<file path="src/rtl/bit_scan_unit_if.sv">
// Request/response bundle for bit_scan_unit: operand in with valid/ready, count out with
// valid/ready, plus a busy flag.
interface bit_scan_unit_if #(
    parameter int unsigned WIDTH = 32
);
    localparam int unsigned CNT_W = $clog2(WIDTH) + 1;

    logic             in_valid;
    logic             in_ready;
    logic [WIDTH-1:0] in_data;
    logic [1:0]       in_mode;
    logic             out_valid;
    logic             out_ready;
    logic [CNT_W-1:0] out_count;
    logic             out_zero;
    logic             busy;

    modport master (
        output in_valid, in_data, in_mode, out_ready,
        input  in_ready, out_valid, out_count, out_zero, busy
    );

    modport slave (
        input  in_valid, in_data, in_mode, out_ready,
        output in_ready, out_valid, out_count, out_zero, busy
    );
endinterface

</file>
<file path="src/rtl/bit_scan_unit.sv">
// Multi-cycle CLZ / CTZ / CPOP engine scanning CHUNK bits per cycle from the MSB of the
// latched operand; CLZ and CTZ stop at the first non-zero chunk.
module bit_scan_unit #(
    parameter int unsigned WIDTH = 32,
    parameter int unsigned CHUNK = 8
) (
    input  logic             clk,
    input  logic             rst,
    bit_scan_unit_if.slave   scan_io
);
    localparam int unsigned CNT_W  = $clog2(WIDTH) + 1;
    localparam int unsigned NCHUNK = WIDTH / CHUNK;
    localparam int unsigned IDX_W  = (NCHUNK > 1) ? $clog2(NCHUNK) : 1;
    localparam logic [IDX_W-1:0] LastIdx  = IDX_W'(NCHUNK - 1);
    localparam logic [1:0]       ModeClz  = 2'b00;
    localparam logic [1:0]       ModeCtz  = 2'b01;
    localparam logic [1:0]       ModeCpop = 2'b10;

    typedef enum logic [1:0] {StIdle, StScan, StDone} state_e;

    state_e           state_q, state_d;
    logic [WIDTH-1:0] data_q, data_d;
    logic [1:0]       mode_q, mode_d;
    logic [CNT_W-1:0] count_q, count_d;
    logic             zero_q, zero_d;
    logic [IDX_W-1:0] idx_q, idx_d;

    logic             in_ready;
    logic [WIDTH-1:0] data_rev;
    logic [WIDTH-1:0] shifted;
    logic [CHUNK-1:0] chunk;
    logic [CNT_W-1:0] chunk_lz;
    logic [CNT_W-1:0] chunk_pop;
    logic             found;

    assign in_ready = (state_q == StIdle) && !rst;

    // CTZ is a CLZ of the bit-reversed operand, so both share the MSB-first scan.
    always_comb begin
        for (int i = 0; i < int'(WIDTH); i++) begin
            data_rev[i] = scan_io.in_data[WIDTH-1-i];
        end
    end

    always_comb begin
        shifted   = data_q << (32'(idx_q) * CHUNK);
        chunk     = shifted[WIDTH-1 -: CHUNK];
        chunk_lz  = '0;
        chunk_pop = '0;
        found     = 1'b0;
        for (int i = int'(CHUNK) - 1; i >= 0; i--) begin
            chunk_pop = chunk_pop + CNT_W'(chunk[i]);
            if (chunk[i]) begin
                found = 1'b1;
            end else if (!found) begin
                chunk_lz = chunk_lz + CNT_W'(1);
            end
        end
    end

    always_comb begin
        state_d = state_q;
        data_d  = data_q;
        mode_d  = mode_q;
        count_d = count_q;
        zero_d  = zero_q;
        idx_d   = idx_q;
        unique case (state_q)
            StIdle: begin
                if (scan_io.in_valid && in_ready) begin
                    data_d  = (scan_io.in_mode == ModeCtz) ? data_rev : scan_io.in_data;
                    mode_d  = scan_io.in_mode;
                    zero_d  = (scan_io.in_data == '0);
                    count_d = '0;
                    idx_d   = '0;
                    state_d = (scan_io.in_mode == 2'b11) ? StDone : StScan;
                end
            end
            StScan: begin
                if (mode_q == ModeCpop || chunk == '0) begin
                    count_d = count_q + ((mode_q == ModeCpop) ? chunk_pop : CNT_W'(CHUNK));
                    if (idx_q == LastIdx) begin
                        state_d = StDone;
                    end else begin
                        idx_d = idx_q + IDX_W'(1);
                    end
                end else begin
                    count_d = count_q + chunk_lz;
                    state_d = StDone;
                end
            end
            StDone: begin
                if (scan_io.out_ready) begin
                    state_d = StIdle;
                end
            end
            default: state_d = StIdle;
        endcase
    end

    always_ff @(posedge clk or posedge rst) begin
        if (rst) begin
            state_q <= StIdle;
            data_q  <= '0;
            mode_q  <= ModeClz;
            count_q <= '0;
            zero_q  <= 1'b0;
            idx_q   <= '0;
        end else begin
            state_q <= state_d;
            data_q  <= data_d;
            mode_q  <= mode_d;
            count_q <= count_d;
            zero_q  <= zero_d;
            idx_q   <= idx_d;
        end
    end

    assign scan_io.in_ready  = in_ready;
    assign scan_io.out_valid = (state_q == StDone);
    assign scan_io.out_count = count_q;
    assign scan_io.out_zero  = zero_q;
    assign scan_io.busy      = (state_q != StIdle);
endmodule
</file>
<file path="src/flat_wrapper.sv">
// flat-port wrapper written by rule: the top's interface ports become plain ports
module bit_scan_unit_flat 
#(
    parameter int unsigned WIDTH = 32,
    parameter int unsigned CHUNK = 8
)
  (clk, rst, scan_io_in_valid, scan_io_in_data, scan_io_in_mode, scan_io_out_ready, scan_io_in_ready, scan_io_out_valid, scan_io_out_count, scan_io_out_zero, scan_io_busy);
  bit_scan_unit_if #(.WIDTH(WIDTH)) scan_io_i ();
  input  logic clk;
  input  logic rst;
  input wire logic [$bits(scan_io_i.in_valid)-1:0] scan_io_in_valid;
  input wire logic [$bits(scan_io_i.in_data)-1:0] scan_io_in_data;
  input wire logic [$bits(scan_io_i.in_mode)-1:0] scan_io_in_mode;
  input wire logic [$bits(scan_io_i.out_ready)-1:0] scan_io_out_ready;
  output wire logic [$bits(scan_io_i.in_ready)-1:0] scan_io_in_ready;
  output wire logic [$bits(scan_io_i.out_valid)-1:0] scan_io_out_valid;
  output wire logic [$bits(scan_io_i.out_count)-1:0] scan_io_out_count;
  output wire logic [$bits(scan_io_i.out_zero)-1:0] scan_io_out_zero;
  output wire logic [$bits(scan_io_i.busy)-1:0] scan_io_busy;
  assign scan_io_i.in_valid = scan_io_in_valid;
  assign scan_io_i.in_data = scan_io_in_data;
  assign scan_io_i.in_mode = scan_io_in_mode;
  assign scan_io_i.out_ready = scan_io_out_ready;
  assign scan_io_in_ready = scan_io_i.in_ready;
  assign scan_io_out_valid = scan_io_i.out_valid;
  assign scan_io_out_count = scan_io_i.out_count;
  assign scan_io_out_zero = scan_io_i.out_zero;
  assign scan_io_busy = scan_io_i.busy;
  bit_scan_unit #(.WIDTH(WIDTH), .CHUNK(CHUNK)) u_core (.clk(clk), .rst(rst), .scan_io(scan_io_i));
endmodule
</file>
<file path="config.mk">
export PLATFORM = sky130hd
export DESIGN_NAME = bit_scan_unit_flat
export DESIGN_NICKNAME = d
export VERILOG_FILES = /design/src/rtl/bit_scan_unit_if.sv /design/src/rtl/bit_scan_unit.sv /design/src/flat_wrapper.sv
export SDC_FILE = /design/constraint.sdc
export NUM_CORES = 1
export LEC_CHECK = 0
export BUFFER_PORTS_ARGS = -buffer_cell sky130_fd_sc_hd__buf_2
export CAP_MARGIN = 10
export CORE_ASPECT_RATIO = 1.4
export CORE_MARGIN = 8
export CORE_UTILIZATION = 58
export DETAILED_ROUTE_END_ITERATION = 7
export GPL_ROUTABILITY_DRIVEN = 0
export GPL_TIMING_DRIVEN = 1
export PLACE_DENSITY = 0.81
export REMOVE_ABC_BUFFERS = 1
export SLEW_MARGIN = 5
export SYNTH_ARGS = -nofsm -noshare
export SYNTH_HDL_FRONTEND = slang
export SYNTH_SLANG_ARGS = --single-unit
</file>
<file path="constraint.sdc">
create_clock -name clk -period 6.91 [get_ports clk]
set_clock_uncertainty 0.15 [all_clocks]
set_input_delay 0.3455 -clock clk [delete_from_list [all_inputs] [get_ports clk]]
set_output_delay 0.3455 -clock clk [all_outputs]
set_load 0.05 [all_outputs]
</file>
==> results of run 1 <==
## per-layer routing
layer	vias to the layer above	global-route usage, %	share of wire, %
li1	1500	-	-
met1	1452	24.4	42
met2	74	32.1	52
met3	16	2.26	3.3
met4	0	8.08	2.4
met5	-	0	0
## cell type report
type                       count  share of cell area, %
clock buffer                   5                   1.82
clock inverter                 3                   1.16
inverter                      21                   2.09
sequential                    45                   29.8
multi-input combinational    316                   55.5
tap                           70                   2.32
timing repair buffer          51                   7.23
## report_power, final
part / switching (mW) / internal, mW / leakage (nW)
Clock: 0.0954 / 0.108 / 0.0585
Sequential: 0.0765 / 0.377 / 0.527
Combinational: 0.645 / 0.465 / 1.16
## worst paths after layout
kind | start | to | slack (ns)
max | u_core.idx_q[0]$_DFFE_PP0P_ | u_core.scan_io.out_count[5]$_DFFE_PP0P_ | 1.15
min | rst | u_core.state_q[1]$_DFFE_PP0P_ | 0.02
max reg2reg | u_core.idx_q[0]$_DFFE_PP0P_ | u_core.scan_io.out_count[5]$_DFFE_PP0P_ | 1.15
min reg2reg | u_core.scan_io.out_count[5]$_DFFE_PP0P_ | u_core.scan_io.out_count[5]$_DFFE_PP0P_ | 0.32
max in group asynchronous | rst | u_core.data_q[5]$_DFFE_PP0P_ | 6.17
min in group clk | scan_io_in_mode[0] | u_core.mode_q[0]$_DFFE_PP0P_ | 0.15
## flip-flops by register name (all words and copies together) (netlist names)
register / cells
u_core.idx_q: 2
u_core.data_q: 32
u_core.mode_q: 2
u_core.state_q: 2
u_core.scan_io.out_zero: 1
u_core.scan_io.out_count: 6
## kinds of logic after synthesis
group / count (synthesis) / synth area share [%]
mux: 25 / 10.6
flops: 45 / 33.1
buf+inv: 44 / 5.34
fa+ha+maj: 20 / 8.47
xor+xnor: 9 / 2.32
simple gates: 180 / 24.2
compound gates: 82 / 16.0
## cell usage in the layout, fill, tap and decap left out, types with 2 or more instances in the layout
cell       synthesis  routed
inv_1             21      20
mux2_2             4       4
buf_4              2       3
o21ai_0           14      14
ha_1              15      15
or2_2              2       2
nand2b_1           3       3
nor4_1             8       8
a211oi_1           2       2
nor3b_1            3       3
xor2_1             6       6
nand3_1           10      10
o2111ai_1          2       2
a21oi_1            8       8
xnor2_1            3       3
nand2_1           83      83
nor3_1             3       3
nor2b_1           10       9
buf_2              1      47
and3_1             4       4
and2_1             3       2
a21o_1             3       3
o211ai_1           3       3
a31oi_1           35      35
dfrtp_1           45      45
mux2i_1           13      13
a32oi_1            2       2
nor2_1            42      42
mux4_2             6       6
nand4_1            2       2
clkbuf_8           0       5
fa_1               5       5
## worst register-to-register path: stages (launching register included)
cell       delay, ns
dfrtp_1         0.37
buf_4           0.25
mux4_2          0.57
ha_1            0.25
inv_1           0.12
mux2i_1         0.09
ha_1            0.34
nor3_1          0.22
nor2_1          0.06
ha_1            0.27
mux2i_1         0.07
a31oi_1         0.32
ha_1            0.31
o2111ai_1       0.23
mux2i_1         0.35
mux2i_1         0.22
a21oi_1         0.08
a21oi_1         0.17
ha_1            0.29
a21oi_1         0.23
nor2b_1         0.07
o21ai_0         0.20
nor3b_1         0.21
mux2i_1         0.12
mux2i_1         0.13
## per-stage QoR
| step | instance area [um2] | hold WS (ns) |
|---|---|---|
| after floorplan | 3300 | 0.301 |
| after global placement | 3650 | 0.305 |
| after detailed placement | 3650 | 0.311 |
| after CTS | 3760 | 0.0511 |
| after global routing | 3770 | 0.0771 |
| final | 3770 | 0.0173 |
==> flow_summary.yaml, run 1 <==
timing:
  rsz0062_at_grt: "no"
  worst_slew_pin_slew_ns: 1.23
  finalCritPeriodShare_pct: 83.4
  relSlewSlack_pct: 18.0
  maxSlewViolCount: 0
  setup_tns_ns: 0
  worst_slack_ns: 1.15
  finalSetupViolCount: 0
  hold_viol: 0
  clock.fmax_mhz: 173
  fin_crit_ns: 5.76
final_layout:
  regArea_mm2: 0.00113
  drive_gt1_share_pct: 17.9
  area_growth_pct: 11.0
  final_cells: 511
  post-route-util_pct: 65.3
  n_fill_cell: 503
  diodes: 0
  nets: 498
  multi_input_area_mm2: 0.00210
setup_path:
  setup.worst_path.end_class: "flip-flop"
  critPathBufInv: 2
  critPathRequiredTime_ns: 6.96
  cp_cell_sequence: "buf_4 -> mux4_2 -> ha_1 -> inv_1 -> mux2i_1 -> ha_1 -> nor3_1 -> nor2_1 -> ha_1 -> mux2i_1 -> a31oi_1 -> ha_1 -> o2111ai_1 -> mux2i_1 -> mux2i_1 -> a21oi_1 -> a21oi_1 -> ha_1 -> a21oi_1 -> nor2b_1 -> o21ai_0 -> nor3b_1 -> mux2i_1 -> mux2i_1"
  cpMostUsedCell: "mux2i_1"
  start_kind: "flip-flop"
  reg2regPathDepth: 24
  cp_max_fo: 16
  critical-path-top-delay-family: "multiplexers"
  arrival_ns: 5.81
  cp_num_cells: 24
  crit_type: "flip-flop to flip-flop"
  critical_path.max_stage_delay_ns: 0.56
  cp_slowest_cell: "mux4_2"
yosys:
  synth_area_leader_cell: "dfrtp_1"
  synth_edf_count: 0
  synth-seq-cells: 45
  async_flop_share_pct: 100
  synth_cells: 405
  avgSynthCellArea_um2: 8.39
  yosys.cell_count.top_type: "nand2_1"
  ys_types: 56
  synth_top_area_share_pct: 33.1
  ys.flop_type: "dfrtp_1"
  ys_top_cells_by_count: "nand2_1, dfrtp_1, nor2_1"
  syn_area_mm2: 0.00340
  synth.area.top_cells: "dfrtp_1, nand2_1, a31oi_1"
  yosys_warnings: 0
  yosysSeqAreaShare_pct: 33.1
route:
  vias: 3042
  routed_via_density: 5.95
  avgRoutedWirePerCell_um: 15.9
  dr.first_iter.drc_count: 174
  drt_drc_violations_left: 0
  routed_wirelength_um: 8120
  ant_nets: 0
  firstDrtPassIters: 5
power:
  p_per_area_mw_per_mm2: 468
  finalPower_mw: 1.77
  vdd_drop_max_v: 0.000252
  leakage_nw: 1.74
placement:
  dp_hpwl_um: 6140
  placed_cells: 502
  place_ws_ns: 1.22
  io_buffers: 47
cts:
  clock_latency_ns: 0.30
  clkTransAtPathRegs_ns: 0.09
  root_buffer: "clkbuf_8"
  cts_htree_levels: 2
  cts_buffer_depth: 2
  cts_repair_resize_count: 0
  cts.sinks: 45
  tritoncts: "built"
  cts_hold_buf: 0
  postCtsSetupRepairBufs: 0
  cts_buffers: 5
floorplan:
  initial_core_util_pct: 58.8
  rows: 33
  io_pins: 48
  die_area_mm2: 0.00860
  fp.dieW_um: 80.7
  coreArea_mm2: 0.00578
  die_height_um: 107
hold_path:
  min_path_type: "input port to async pin"
global_routing:
  overflow: 0
  grt_pass1_wl_um: 13600
  track_usage_pct: 19.3
  grt_max_degree: 70
  grt_pass1_vias: 3013
  antenna_found_initial: 0
flow_run:
  drv_cap: 0
outcome:
  status: "finished clean"
(Power assumes the default switching activity.)
==> run 2: changes to the inputs <==
==> constraint.sdc (replaced) <==
create_clock -name clk -period 5.6 [get_ports clk]
set_clock_uncertainty 0.15 [all_clocks]
set_input_delay 0.28 -clock clk [delete_from_list [all_inputs] [get_ports clk]]
set_output_delay 0.28 -clock clk [all_outputs]
set_load 0.05 [all_outputs]
==> run 2 against run 1 <==
Effect of this change: clock power increased by 22%; flip-flop and latch count unchanged; cell area increased by 2.1%; global-route usage increased by 0.76 points; non-clock buffer count increased by 6; critical path type unchanged; largest power group unchanged; highest routed layer unchanged.
==> flow_summary.yaml, run 2 (same netlist as run 1, synthesis figures left out) <==
setup_path:
  start_kind: "flip-flop"
  critPathRequiredTime_ns: 5.68
  crit_type: "flip-flop to flip-flop"
  arrival_ns: 5.39
  reg2regPathDepth: 23
  setup.worst_path.end_class: "flip-flop"
  cp_max_fo: 5
route:
  vias: 3124
  drt_drc_violations_left: 0
  routed_via_density: 6.03
  avgRoutedWirePerCell_um: 16.1
  dr.first_iter.drc_count: 118
  routed_wirelength_um: 8340
  firstDrtPassIters: 4
  ant_nets: 0
floorplan:
  fp.dieW_um: 80.7
  coreArea_mm2: 0.00578
  initial_core_util_pct: 58.8
  io_pins: 48
  die_area_mm2: 0.00860
  rows: 33
  die_height_um: 107
timing:
  finalCritPeriodShare_pct: 94.7
  clock.fmax_mhz: 189
  finalSetupViolCount: 0
  setup_tns_ns: 0
  maxSlewViolCount: 0
  relSlewSlack_pct: 20.7
  fin_crit_ns: 5.30
  worst_slew_pin_slew_ns: 1.18
  hold_viol: 0
global_routing:
  grt_max_degree: 70
  antenna_found_initial: 1
  grt_pass1_vias: 3082
  track_usage_pct: 20.0
  grt_pass1_wl_um: 13900
  overflow: 0
final_layout:
  drive_gt1_share_pct: 19.9
  layout_common_cells: "nand2_1, buf_2, dfrtp_1"
  post-route-util_pct: 66.6
  regMostFlops: "u_core.data_q"
  nets: 504
  area_growth_pct: 13.3
  largest_reg_flops: 32
  layout_commonest_cell: "nand2_1"
  n_fill_cell: 480
cts:
  clkTransAtPathRegs_ns: 0.09
  tritoncts: "built"
  root_buffer: "clkbuf_8"
  cts.sinks: 45
  cts_buffers: 5
  cts_htree_levels: 2
  cts_buffer_depth: 2
  clock_latency_ns: 0.30
power:
  p_per_area_mw_per_mm2: 594
  seqPwrFrac_pct: 24.8
  clkPwrFrac_pct: 10.8
  power.switching_mw: 1.06
  leakage_nw: 1.77
  p_int_mw: 1.23
  p_comb_share_pct: 64.3
  vdd_drop_max_v: 0.000251
  switching_share_pct: 46.1
placement:
  io_buffers: 47
  dp_hpwl_um: 6190
hold_path:
  holdPathStages: 3
  min_path_type: "input port to flip-flop"
flow_run:
  drv_cap: 0
outcome:
  status: "finished clean"
run 2: cell types whose count changed in the layout (fill, tap and decap cells not counted), sizes merged:
cell,delta
diode,+1
buf,+5
dlygate4sd3,+1
clkbuf,+1
inv,-1
run 2: critical path: stages (launching register included):
cell and delay, ns:
dfrtp_1 0.39, buf_4 0.13, mux4_2 0.55, ha_4 0.20
inv_1 0.12, mux2i_1 0.11, ha_1 0.34, nor3_1 0.19
nor2_1 0.06, ha_1 0.27, mux2i_1 0.14, a31oi_1 0.13
ha_1 0.27, nor4bb_1 0.67, nor3b_4 0.09, nand3_1 0.12
xnor2_1 0.14, a32oi_1 0.09, ha_1 0.32, nor2b_1 0.14
o21ai_1 0.17, a21oi_1 0.09, mux2i_1 0.18, mux2i_1 0.19
run 2: power groups by stage:
stage	Clock, mW	Combinational (mW)	Sequential [mW]
floorplan	0	1.03	0.581
global placement	0	1.32	0.565
detailed placement	0	1.38	0.572
CTS	0.254	1.42	0.565
global route	0.271	1.65	0.580
finish	0.248	1.47	0.568
run 2: worst paths after layout:
check,start,end,slack [ns]
min,scan_io_in_mode[1],u_core.mode_q[1]$_DFFE_PP0P_,0.09
max in group asynchronous,rst,u_core.data_q[21]$_DFFE_PP0P_,4.34
max reg2reg,u_core.idx_q[0]$_DFFE_PP0P_,u_core.scan_io.out_count[5]$_DFFE_PP0P_,0.30
max,u_core.idx_q[0]$_DFFE_PP0P_,u_core.scan_io.out_count[5]$_DFFE_PP0P_,0.30
min reg2reg,u_core.scan_io.out_count[5]$_DFFE_PP0P_,u_core.scan_io.out_count[5]$_DFFE_PP0P_,0.32
min in group asynchronous,rst,u_core.mode_q[0]$_DFFE_PP0P_,0.57
run 2: per-stage QoR:
stage | power, mW | worst slack [ns] | area [um2] | hold slack, ns | cells
after floorplan | 1.61 | 0.0000617 | 3300 | 0.235 | 382
after global placement | 1.89 | 0.358 | 3670 | 0.298 | 505
after detailed placement | 1.95 | 0.0370 | 3670 | 0.313 | 505
after CTS | 2.24 | 0.00412 | 3790 | 0.0844 | 514
after global routing | 2.51 | -0.0770 | 3850 | 0.0897 | 518
final | 2.29 | 0.296 | 3850 | 0.0948 | 518
run 2: timing repair:
item | 4_1_cts | 5_1_grt
setup endpoints to repair | 0 | 1
buffers inserted | 0 | 3
endpoints found under the hold margin | 37 | 0
resized for setup | 0 | 10
hold buffers | 1 | 0
run 2: layout make-up:
| cell class | instances | area, um2 | area share, % |
|---|---|---|---|
| clock buffer | 6 | 72.6 | 1.88 |
| inverter | 21 | 78.8 | 2.05 |
| multi-input combinational | 316 | 2130 | 55.4 |
| antenna | 1 | 2.50 | 0.0650 |
| tap | 70 | 87.6 | 2.27 |
| clock inverter | 2 | 38.8 | 1.01 |
| sequential | 45 | 1130 | 29.2 |
| timing repair buffer | 57 | 313 | 8.12 |
run 2: metal layers:
metal	wire (um)	vias to the layer above	global-route usage (%)
met5	0	-	0
met4	135	0	7.95
met3	317	10	2.93
met2	4610	81	34.7
met1	3280	1524	23.9
li1	-	1509	-
